`src/rtl/deinterleaver_if.sv`:
```
// ---------------------------------------------------------------------------
// deinterleaver_if
//   Bundles the serial bit-stream handshakes of the QPSK deinterleaver.
//   Signals:
//     blk_sel   block size code (0->24, 1->48, 2->96, 3->192, 4..7->384)
//     in_data   received hard bit, qualified by in_valid / in_ready
//     out_data  deinterleaved bit, qualified by out_valid / out_ready
//     out_last  marks the final bit of each output block
//   Modports:
//     master  the environment: drives the input stream, accepts the output
//     slave   the deinterleaver itself
// ---------------------------------------------------------------------------
interface deinterleaver_if;
    logic [2:0] blk_sel;
    logic       in_data;
    logic       in_valid;
    logic       in_ready;
    logic       out_data;
    logic       out_valid;
    logic       out_ready;
    logic       out_last;

    modport master (
        output blk_sel, in_data, in_valid, out_ready,
        input  in_ready, out_data, out_valid, out_last
    );

    modport slave (
        input  blk_sel, in_data, in_valid, out_ready,
        output in_ready, out_data, out_valid, out_last
    );
endinterface

```
`src/rtl/deinterleaver.sv`:
```
// ---------------------------------------------------------------------------
// deinterleaver
//   WiMAX OFDM receive-side bit deinterleaver for QPSK (Ncpc = 2, s = 1),
//   Ncbps = 24/48/96/192/384. Bits arrive serially in interleaved order and
//   leave serially in original order: output bit k is input bit
//   m_k = (Ncbps/12)*(k mod 12) + floor(k/12) of the same block.
//   Two ping-pong banks let one block fill while the other drains.
//   Ports:
//     clk    rising-edge clock
//     reset  synchronous, active-low reset
//     bus    deinterleaver_if.slave (input stream, output stream, blk_sel)
// ---------------------------------------------------------------------------
module deinterleaver #(
    parameter int MAX_NCBPS = 384
) (
    input  logic              clk,
    input  logic              reset,
    deinterleaver_if.slave    bus
);

    typedef enum logic {
        IDLE  = 1'b0,
        DRAIN = 1'b1
    } state_t;

    // Codes above 4 all mean the 384-bit block.
    function automatic logic [2:0] clamp_code(input logic [2:0] sel);
        return (sel > 3'd4) ? 3'd4 : sel;
    endfunction

    // Ncbps - 1 = 24 * 2^code - 1
    function automatic logic [8:0] last_index(input logic [2:0] code);
        return (9'd24 << code) - 9'd1;
    endfunction

    // Ncbps / 12 = 2 * 2^code, the address stride down one column
    function automatic logic [8:0] col_step(input logic [2:0] code);
        return 9'd2 << code;
    endfunction

    logic [MAX_NCBPS-1:0] bank_q [2];
    logic [MAX_NCBPS-1:0] bank_d [2];
    logic [2:0]           ncode_q [2];
    logic [2:0]           ncode_d [2];
    logic [1:0]           full_q, full_d, full_set, full_clr;

    logic                 wr_bank_q, wr_bank_d;
    logic [8:0]           wr_addr_q, wr_addr_d;
    logic [2:0]           wr_code;
    logic                 wr_fire;
    logic                 in_ready_w;

    state_t               state_q, state_d;
    logic                 rd_bank_q, rd_bank_d;
    logic                 other_bank;
    logic [8:0]           rd_addr_q, rd_addr_d;
    logic [8:0]           next_addr;
    logic [8:0]           k_q, k_d;
    logic [3:0]           r_q, r_d;
    logic [4:0]           c_q, c_d;
    logic [2:0]           rd_code;
    logic                 out_data_q, out_data_d;
    logic                 out_valid_q, out_valid_d;
    logic                 out_last_q, out_last_d;

    // The write side may only target a bank that is not holding a block.
    assign in_ready_w    = reset & ~full_q[wr_bank_q];
    assign bus.in_ready  = in_ready_w;
    assign bus.out_data  = out_data_q;
    assign bus.out_valid = out_valid_q;
    assign bus.out_last  = out_last_q;

    assign full_d = (full_q | full_set) & ~full_clr;

    // Write side: store each accepted bit in natural order. The block size
    // comes from blk_sel on the first bit and from the latched code after.
    always_comb begin
        bank_d    = bank_q;
        ncode_d   = ncode_q;
        wr_bank_d = wr_bank_q;
        wr_addr_d = wr_addr_q;
        full_set  = 2'b00;
        wr_fire   = bus.in_valid & in_ready_w;
        wr_code   = (wr_addr_q == 9'd0) ? clamp_code(bus.blk_sel) : ncode_q[wr_bank_q];

        if (wr_fire) begin
            bank_d[wr_bank_q][wr_addr_q] = bus.in_data;
            ncode_d[wr_bank_q]           = wr_code;
            if (wr_addr_q == last_index(wr_code)) begin
                full_set[wr_bank_q] = 1'b1;
                wr_addr_d           = 9'd0;
                wr_bank_d           = ~wr_bank_q;
            end else begin
                wr_addr_d = wr_addr_q + 9'd1;
            end
        end
    end

    // Read side: walk the bank row by row of the 12-row matrix. Within a
    // column the address strides by Ncbps/12; at row 11 it wraps to the top
    // of the next column. The output register is loaded with the next bit on
    // every transfer, so the first bit of a newly full bank is loaded on the
    // IDLE->DRAIN step or directly at the end of the previous block.
    always_comb begin
        state_d     = state_q;
        rd_bank_d   = rd_bank_q;
        rd_addr_d   = rd_addr_q;
        k_d         = k_q;
        r_d         = r_q;
        c_d         = c_q;
        out_data_d  = out_data_q;
        out_valid_d = out_valid_q;
        out_last_d  = out_last_q;
        full_clr    = 2'b00;
        next_addr   = rd_addr_q;
        other_bank  = ~rd_bank_q;
        rd_code     = ncode_q[rd_bank_q];

        case (state_q)
            IDLE: begin
                if (full_q[rd_bank_q]) begin
                    state_d     = DRAIN;
                    rd_addr_d   = 9'd0;
                    k_d         = 9'd0;
                    r_d         = 4'd0;
                    c_d         = 5'd0;
                    out_data_d  = bank_q[rd_bank_q][9'd0];
                    out_valid_d = 1'b1;
                    out_last_d  = 1'b0;
                end
            end
            DRAIN: begin
                if (out_valid_q && bus.out_ready) begin
                    if (k_q == last_index(rd_code)) begin
                        full_clr[rd_bank_q] = 1'b1;
                        rd_bank_d           = other_bank;
                        rd_addr_d           = 9'd0;
                        k_d                 = 9'd0;
                        r_d                 = 4'd0;
                        c_d                 = 5'd0;
                        out_last_d          = 1'b0;
                        if (full_q[other_bank]) begin
                            out_data_d  = bank_q[other_bank][9'd0];
                            out_valid_d = 1'b1;
                        end else begin
                            state_d     = IDLE;
                            out_data_d  = 1'b0;
                            out_valid_d = 1'b0;
                        end
                    end else begin
                        if (r_q < 4'd11) begin
                            next_addr = rd_addr_q + col_step(rd_code);
                            r_d       = r_q + 4'd1;
                        end else begin
                            next_addr = {4'd0, c_q + 5'd1};
                            r_d       = 4'd0;
                            c_d       = c_q + 5'd1;
                        end
                        rd_addr_d  = next_addr;
                        k_d        = k_q + 9'd1;
                        out_data_d = bank_q[rd_bank_q][next_addr];
                        out_last_d = ((k_q + 9'd1) == last_index(rd_code));
                    end
                end
            end
            default: state_d = IDLE;
        endcase
    end

    // Control and output registers; reset discards any stored block.
    always_ff @(posedge clk) begin
        if (!reset) begin
            full_q      <= 2'b00;
            ncode_q[0]  <= 3'd0;
            ncode_q[1]  <= 3'd0;
            wr_bank_q   <= 1'b0;
            wr_addr_q   <= 9'd0;
            state_q     <= IDLE;
            rd_bank_q   <= 1'b0;
            rd_addr_q   <= 9'd0;
            k_q         <= 9'd0;
            r_q         <= 4'd0;
            c_q         <= 5'd0;
            out_data_q  <= 1'b0;
            out_valid_q <= 1'b0;
            out_last_q  <= 1'b0;
        end else begin
            full_q      <= full_d;
            ncode_q     <= ncode_d;
            wr_bank_q   <= wr_bank_d;
            wr_addr_q   <= wr_addr_d;
            state_q     <= state_d;
            rd_bank_q   <= rd_bank_d;
            rd_addr_q   <= rd_addr_d;
            k_q         <= k_d;
            r_q         <= r_d;
            c_q         <= c_d;
            out_data_q  <= out_data_d;
            out_valid_q <= out_valid_d;
            out_last_q  <= out_last_d;
        end
    end

    // Bank contents need no reset: a bank is only read once marked full.
    always_ff @(posedge clk) begin
        bank_q <= bank_d;
    end

endmodule

```
`src/flat_wrapper.sv`:
```
// flat-port wrapper written by rule: the top's interface ports become plain ports
module deinterleaver_flat 
#(
    parameter int MAX_NCBPS = 384
)
  (clk, reset, bus_blk_sel, bus_in_data, bus_in_valid, bus_out_ready, bus_in_ready, bus_out_data, bus_out_valid, bus_out_last);
  deinterleaver_if bus_i ();
  input  logic clk;
  input  logic reset;
  input wire logic [$bits(bus_i.blk_sel)-1:0] bus_blk_sel;
  input wire logic [$bits(bus_i.in_data)-1:0] bus_in_data;
  input wire logic [$bits(bus_i.in_valid)-1:0] bus_in_valid;
  input wire logic [$bits(bus_i.out_ready)-1:0] bus_out_ready;
  output wire logic [$bits(bus_i.in_ready)-1:0] bus_in_ready;
  output wire logic [$bits(bus_i.out_data)-1:0] bus_out_data;
  output wire logic [$bits(bus_i.out_valid)-1:0] bus_out_valid;
  output wire logic [$bits(bus_i.out_last)-1:0] bus_out_last;
  assign bus_i.blk_sel = bus_blk_sel;
  assign bus_i.in_data = bus_in_data;
  assign bus_i.in_valid = bus_in_valid;
  assign bus_i.out_ready = bus_out_ready;
  assign bus_in_ready = bus_i.in_ready;
  assign bus_out_data = bus_i.out_data;
  assign bus_out_valid = bus_i.out_valid;
  assign bus_out_last = bus_i.out_last;
  deinterleaver #(.MAX_NCBPS(MAX_NCBPS)) u_core (.clk(clk), .reset(reset), .bus(bus_i));
endmodule
```
`config.mk`:
```
export PLATFORM = sky130hd
export DESIGN_NAME = deinterleaver_flat
export DESIGN_NICKNAME = d
export VERILOG_FILES = /design/src/rtl/deinterleaver_if.sv /design/src/rtl/deinterleaver.sv /design/src/flat_wrapper.sv
export SDC_FILE = /design/constraint.sdc
export NUM_CORES = 1
export LEC_CHECK = 0
export BUFFER_PORTS_ARGS = -buffer_cell sky130_fd_sc_hd__buf_2
export CAP_MARGIN = 25
export CORE_ASPECT_RATIO = 0.7
export CORE_UTILIZATION = 35
export DETAILED_ROUTE_END_ITERATION = 8
export PLACE_DENSITY_LB_ADDON = 0.25
export SYNTH_ARGS = -nofsm -noshare
export SYNTH_HDL_FRONTEND = slang
export SYNTH_SLANG_ARGS = --single-unit
```
`constraint.sdc`:
```
create_clock -name clk -period 15.5 [get_ports clk]
set_input_delay 3.1 -clock clk [delete_from_list [all_inputs] [get_ports clk]]
set_output_delay 3.1 -clock clk [all_outputs]
set_load 0.1 [all_outputs]
```
==> results.txt, run 1 <==
----------------------------------------------------
[Timing]
  Highest Clock Rate ... 134.1 MHz
  Slew @ Worst Pin ... between 1 and 1.5 ns
  Post-route clock period utilization ... 48.13%
  Worst clock skew ... 0.02555 ns
  # setup viols final ... 0
  Max Slew Vio Count ... 0
  RSZ-0062 raised after global routing ... no
  Number of failing hold endpoints at the final stage ... 0
  Aggregate negative setup slack ... 0 ns
  Normalized max-slew margin ... 26.07%
  Fin crit period ... 7.460 ns

[Placed design]
  Post-detail-place hpwl ... around 65 mm
  Count of input and output buffers ... 11
  Weighted congestion reported at the end of routability-driven placement ... 0.8135

[Setup path]
  Category of the worst setup path capture point ... output pin
  Buf/Inv on CP ... 2
  Data arrival time of the worst path ... 4.36 ns
  Startpoint types ... primary input
  Required time of the critical path ... approximately 12 ns
  Kind of critical path ... primary input to output pin
  Total stage count of the critical path ... 3
  Worst path top cell family by delay ... buffers and inverters
  Cell type with the highest occurrence count on the critical path ... buf_2
  Slack of the worst reg-to-reg path ... roughly 9.3 ns
  Worst path slowest cell ... buf_2
  Cells along the critical path ... buf_2 -> and2_1 -> buf_2
  Max Fanout on Critical Path ... 46
  R2R depth ... 16
  Highest cell delay on the worst timing path ... approximately 0.57 ns
  RR Startpoint ... u_core.rd_bank_q$_SDFFE_PN0P_
  Endpoint of the lowest-slack register-to-register path ... u_core.bus.out_data$_SDFFE_PN0P_

[Layout]
  Synthesis-to-layout area growth ... 10.95%
  Leading cell types in the layout, fill and taps excluded ... nor2_1, edfxtp_1, nand2_1
  Commonest non-fill, non-tap cell in the layout ... nor2_1
  Layout Nets ... about 3400
  Number of fill cells ... 10427
  Fraction of final layout cells with drive strength greater than 1 ... 8.285%

[Routing]
  Overall via count from detail_route ... 26852
  TritonRoute pass-1 iters ... 6
  # DRC ... 0
  Post-DR wirelength/cell ... 24.94 um
  DR vias/cell ... between 5 and 6
  Detailed Route WL ... 120.8 mm
  DRC marker count from the first detailed-route iteration ... 3876
  Antenna Violating Nets Remaining ... 0

[Synth]
  Synthesis Warnings ... 0
  Sequential fraction of the synthesis area ... 64.22%
  Commonest register cell after synthesis ... edfxtp_1
  Net count of the mapped netlist ... 3489
  Average footprint of a synthesized cell ... 10.84 um2
  Synth top area share ... around 60%
  Async S/R FF share, synth ... 0%
  Flop and latch count out of synthesis ... 818
  Library cells used by synthesis ... 80
  Count of flip-flops with a built-in enable after synthesis ... 768
  Largest cells by area after synthesis ... edfxtp_1, nor2_1, nand2_1
  Library cell occupying the most area in the post-synthesis netlist ... edfxtp_1
  Count of mapped cells out of synthesis ... 3457
  Mapped cell area ... roughly 37000 um2

[Min path]
  Terminating pin of the worst hold path ... u_core.ncode_q[3]$_SDFFE_PN0P_
  Classification of the worst-slack hold path ... register to register
  Number of cells on the worst hold path ... 2
  HP Start ... u_core.ncode_q[3]$_SDFFE_PN0P_

[CTS]
  Post-CTS Hold Buffers ... 0
  Insertion delay of the later-clocked pin in the worst-skew pair ... 0.68 ns
  Clock tree root buffer cell ... clkbuf_16
  Total clock buffers created by CTS ... 79
  Max clock buf depth ... 3
  Gates resized, CTS repair ... 0
  H-Tree Level Count ... 3
  Clock edge transition at the registers on the reported setup and hold paths ... 0.07 ns
  Clock tree from TritonCTS ... built
  CTS sink cnt ... 818
  Setup repair bufs after CTS ... 0

[Power and ir drop]
  Power share of the combinational group ... 4.6%
  Overall Power ... between 4 and 5 mW
  Clock power share ... 42.8%
  Internal power summed over all cells ... 3.554 mW
  Sw frac ... 22.45%
  Sequential Power Share ... 52.7%
  P_leak ... about 13 nW
  Worst-case vdd ir drop ... between 0.0001 and 0.00015 V
  Total net switching power ... between 1 and 1.5 mW
  Power density relative to cell area ... 110.3 nW/um2

[Job]
  Max-capacitance violation count ... 0

[GRT]
  Number of global-route vias before repair ... 24669
  Remaining global-route overflow ... 0
  Total track usage ... 22.21%
  Pin count of the biggest net entering global routing ... 145
  Antenna violations before repair ... 8
  Wire length of the first global-routing pass ... 174.6 mm

[Floorplan]
  Area of the core ... 106200 um2
  Die footprint ... 108400 um2
  Chip height ... roughly 280 um
  IO Pins ... 12
  # rows ... 100
  Die W ... roughly 400 um
  Initial standard-cell utilization of the core ... 35.27%

[Status]
  Status ... finished clean

----------------------------------------------------
sequential cells by signal (all words and copies together) (netlist names):
signal and cells:
u_core.bank_q 768, u_core.bus.out_data 1, u_core.bus.out_last 1, u_core.bus.out_valid 1
u_core.c_q 5, u_core.full_q 2, u_core.k_q 9, u_core.ncode_q 6
u_core.r_q 4, u_core.rd_addr_q 9, u_core.rd_bank_q 1, u_core.state_q 1
u_core.wr_addr_q 9, u_core.wr_bank_q 1
how the worst max path moves through the flow:
| stage | from | to | slack, ns |
|---|---|---|---|
| 2_1_floorplan | reset | bus_in_ready | 8.26 |
| 3_3_place_gp | reset | bus_in_ready | 8.05 |
| 6_report | reset | bus_in_ready | 8.04 |
| 4_1_cts | reset | bus_in_ready | 8.03 |
| 5_1_grt | reset | bus_in_ready | 7.94 |
| 3_5_place_dp | reset | bus_in_ready | 8.03 |
cell type report:
cell class	count	area [um2]	share of cell area, %
flip-flops and latches	818	24060	57.89
multi-input cells	2330	12180	29.30
repair buffers	107	943.4	2.269
inverters	20	75.07	0.1806
clock inverters	31	291.5	0.7013
clock buffers	110	2227	5.358
well taps	1428	1787	4.298
diodes	1	2.502	0.006020
per-layer routing:
layer	vias to the layer above	global-route usage, %	routed length, um
met2	1194	31.95	50890
li1	11973	-	-
met3	163	4.485	12230
met1	13522	34.00	55480
met5	-	0	0
met4	0	5.120	2215
metrics by stage:
step / hold slack, ns / util [%] / setup WS, ns / std cells / area [um2]
after global routing: 0.5133 / 39.13 / 7.942 / 4844 / 41570
after detailed placement: 0.4804 / 36.73 / 8.030 / 4702 / 39020
after global placement: 0.4725 / 36.60 / 8.053 / 4696 / 38880
after CTS: 0.4924 / 39.10 / 8.027 / 4843 / 41540
after floorplan: 0.4527 / - / 8.257 / 3457 / 37470
final: 0.4921 / 39.13 / 8.040 / 4845 / 41570
Yosys cell counts (4+ instances only):
cell type    n
o22ai_1     25
and3_1      39
xnor2_1     20
o21a_1       6
nor3b_1      6
a21boi_0     7
or3_1        5
o211ai_1     9
a2111oi_0    4
a211oi_1     6
dfxtp_1     50
mux4_2      23
nand3_1    221
a32oi_1     20
a21o_1       4
inv_1       19
mux2_2       4
buf_6       12
ha_1        23
nor2b_1     27
a311oi_1    20
o21ai_0     36
edfxtp_1   768
buf_2       59
nor4_1      17
nor2_1     825
a31oi_1     43
xor2_1      14
a21oi_1     59
mux2i_1    101
buf_1        8
nand4_1     24
clkbuf_1   198
nand2_1    597
nand2b_1     5
a41o_1       4
and2_1      18
a22oi_1     19
nor3_1      21
buf_4       11
o221ai_1    16
power groups by stage:
stage / logic, mW / clock network (mW) / registers [mW]
floorplan: 0.102 / 0 / 2.46
global placement: 0.202 / 0 / 2.46
detailed placement: 0.203 / 0 / 2.46
CTS: 0.205 / 1.98 / 2.41
global route: 0.222 / 2.06 / 2.41
finish: 0.209 / 1.96 / 2.41
worst reg2reg max path: cells and delay by family, from the launching register on:
family | cells | cell delay, ns
and+or+nand+nor | 3 | 0.72
adders and majority gates | 3 | 1.16
DFF | 1 | 0.65
buffers and inverters | 3 | 0.53
AOI/OAI and AO/OA | 5 | 1.61
muxes | 2 | 1.43
cell families after synthesis:
logic type	Yosys count	share of synthesized area, %
fa+ha+maj	24	0.8215
simple gates	1821	20.23
compound gates	322	6.018
buf+inv	309	3.647
mux	129	4.261
flops	818	64.22
xor+xnor	34	0.7948
No activity file was read; power rests on OpenSTA's default activity.
==> run 2, diff against run 1 <==
==> constraint.sdc (replaced) <==
create_clock -name clk -period 6.3 [get_ports clk]
set_input_delay 1.26 -clock clk [delete_from_list [all_inputs] [get_ports clk]]
set_output_delay 1.26 -clock clk [all_outputs]
set_load 0.1 [all_outputs]
==> run 2 against run 1 <==
Compared with the run above: sequential share of layout area down 0.18 points; critical path depth is 14 higher; setup slack got worse by 7.3 ns; die area unchanged; core utilization up 0.12 points; first-iteration DRC count shrank 1.3%; final area is 0.31% higher; non-clock buffer count increased by 16; register-to-register slack got worse by 8.6 ns; sequential power up 150%; flip-flop and latch count is the same; critical path type is now register to register; largest power group unchanged; highest routed layer unchanged.
==> results.txt, run 2 (same netlist as run 1, synthesis figures left out) <==
----------------------------------------------------
[Routing]
  Post-DR wirelength/cell ... around 26 um
  # DRC ... 0
  Antenna Violating Nets Remaining ... 0
  DR vias/cell ... between 5 and 6
  TritonRoute pass-1 iters ... 5
  Detailed Route WL ... 127.7 mm
  DRC marker count from the first detailed-route iteration ... 3825
  Overall via count from detail_route ... 27707

[Timing]
  Highest Clock Rate ... 179.3 MHz
  Aggregate negative setup slack ... 0 ns
  # setup viols final ... 0
  Number of failing hold endpoints at the final stage ... 0
  Fin crit period ... 5.578 ns
  Normalized max-slew margin ... 24.31%
  Post-route clock period utilization ... 88.54%
  Slew @ Worst Pin ... 1.130 ns
  Final WS setup ... 0.7220 ns
  Worst clock skew ... 0.02834 ns
  Max Slew Vio Count ... 0
  RSZ-0062 raised after global routing ... no

[Floorplan]
  Area of the core ... 106200 um2
  Die W ... between 300 and 400 um
  Initial standard-cell utilization of the core ... 35.27%
  IO Pins ... 12
  # rows ... 100
  Chip height ... 275.7 um
  Die footprint ... 108400 um2

[CTS]
  Total clock buffers created by CTS ... 80
  CTS sink cnt ... 818
  Insertion delay of the later-clocked pin in the worst-skew pair ... 0.68 ns
  Clock tree root buffer cell ... clkbuf_16
  Max clock buf depth ... 3
  Setup repair bufs after CTS ... 0
  Post-CTS Hold Buffers ... 0
  Clock edge transition at the registers on the reported setup and hold paths ... ~0.070 ns
  Clock tree from TritonCTS ... built
  H-Tree Level Count ... 3
  Gates resized, CTS repair ... 0

[Setup path]
  Endpoint of the lowest-slack register-to-register path ... u_core.bus.out_data$_SDFFE_PN0P_
  RR Startpoint ... u_core.rd_bank_q$_SDFFE_PN0P_
  Kind of critical path ... register to register
  Slack of the worst reg-to-reg path ... 0.72 ns
  Data arrival time of the worst path ... 6.20 ns
  Required time of the critical path ... 6.92 ns
  Category of the worst setup path capture point ... register
  Max Fanout on Critical Path ... 8
  R2R depth ... 17
  Startpoint types ... register

[Placed design]
  Count of input and output buffers ... 11
  Post-detail-place hpwl ... 73.58 mm
  Pre-CTS setup slack ... 0.9074 ns
  Weighted congestion reported at the end of routability-driven placement ... 0.9002

[Min path]
  Classification of the worst-slack hold path ... register to register
  Terminating pin of the worst hold path ... u_core.ncode_q[0]$_SDFFE_PN0P_
  Number of cells on the worst hold path ... 2
  HP Start ... u_core.ncode_q[0]$_SDFFE_PN0P_

[Layout]
  Number of antenna diodes ... 0
  Share of the core filled with cells in the final layout ... 39.26%
  Fraction of final layout cells with drive strength greater than 1 ... slightly below 9%
  Largest register by flop count ... u_core.bank_q
  Synthesis-to-layout area growth ... 11.30%
  Number of fill cells ... 10413
  Leading cell types in the layout, fill and taps excluded ... nor2_1, edfxtp_1, nand2_1
  Commonest non-fill, non-tap cell in the layout ... nor2_1
  Layout Nets ... 3405
  Max FFs per register ... 768

[Job]
  Max-capacitance violation count ... 0

[GRT]
  Number of global-route vias before repair ... 25283
  Wire length of the first global-routing pass ... 184.0 mm
  Pin count of the biggest net entering global routing ... 172
  Total track usage ... 23.50%
  Remaining global-route overflow ... 0
  Antenna violations before repair ... 2

[Status]
  Status ... finished clean

[Power and ir drop]
  Worst-case vdd ir drop ... about 0.00019 V
  Power density relative to cell area ... 270.1 nW/um2
  P_leak ... 12.90 nW

----------------------------------------------------
==> run 2: changes by cell type in the layout (fill, tap and decap cells not counted), sizes merged <==
cell / delta
clkinv: +5
clkbuf: -5
inv: +3
diode: -1
clkinvlp: +1
bufinv: -1
buf: +16
==> run 2: worst max path at each step <==
| stage | from | cells past startpoint | slack [ns] | to |
|---|---|---|---|---|
| 6_report | u_core.rd_bank_q$_SDFFE_PN0P_ | 17 | 0.72 | u_core.bus.out_data$_SDFFE_PN0P_ |
| 5_1_grt | u_core.rd_bank_q$_SDFFE_PN0P_ | 17 | 0.51 | u_core.bus.out_data$_SDFFE_PN0P_ |
| 4_1_cts | u_core.rd_bank_q$_SDFFE_PN0P_ | 16 | 0.88 | u_core.bus.out_data$_SDFFE_PN0P_ |
| 3_5_place_dp | u_core.rd_bank_q$_SDFFE_PN0P_ | 16 | 0.91 | u_core.bus.out_data$_SDFFE_PN0P_ |
| 3_3_place_gp | u_core.rd_bank_q$_SDFFE_PN0P_ | 16 | 0.98 | u_core.bus.out_data$_SDFFE_PN0P_ |
| 2_1_floorplan | u_core.rd_bank_q$_SDFFE_PN0P_ | 21 | 1.31 | u_core.bus.out_data$_SDFFE_PN0P_ |
==> run 2: cell type report <==
class                           count  area [um2]  area share (%)
Clock buffer                      105        2220           5.323
Clock inverter                     39       306.5          0.7351
Inverter                           20       75.07          0.1800
Multi-Input combinational cell   2330       12170           29.19
Sequential cell                   818       24060           57.71
Tap cell                         1428        1787           4.285
Timing Repair Buffer              123        1074           2.574
==> run 2: stage by stage <==
stage          total power, mW  std cells  hold WS, ns  instance area, um2
2_1_floorplan            6.308       3457       0.4527               37470
3_3_place_gp             6.557       4711       0.4746               39020
3_5_place_dp             6.559       4718       0.4809               39170
4_1_cts                  11.31       4862       0.4911               41690
5_1_grt                  11.54       4863       0.4979               41700
6_report                 11.26       4863       0.4878               41700
==> run 2: layer usage <==
| metal | share of wire, % | track usage [%] | vias up |
|---|---|---|---|
| met5 | 0 | 0 | - |
| met4 | 2.5 | 6.359 | 0 |
| met3 | 12 | 5.770 | 187 |
| met2 | 41 | 32.31 | 1543 |
| met1 | 45 | 36.19 | 13971 |
| li1 | - | - | 12006 |
==> run 2: worst max-delay path, cell delays in order (launching register included) <==
cell,delay (ns)
dfxtp_2,0.43
mux2i_1,0.51
ha_1,0.28
nand2_1,0.24
inv_1,0.15
ha_1,0.18
inv_1,0.07
fa_1,0.57
or4b_2,0.65
o211ai_1,0.53
nand2_1,0.30
o22ai_1,0.24
a31o_2,0.14
nor4_1,0.10
nor4_1,0.51
a22oi_1,0.15
o221ai_1,0.27
o311a_1,0.20
==> run 2: power by group <==
part	switching [mW]	internal (mW)
Sequential	0.00276	5.94
Clock	2.16	2.65
Combinational	0.387	0.128
Total	2.55	8.72
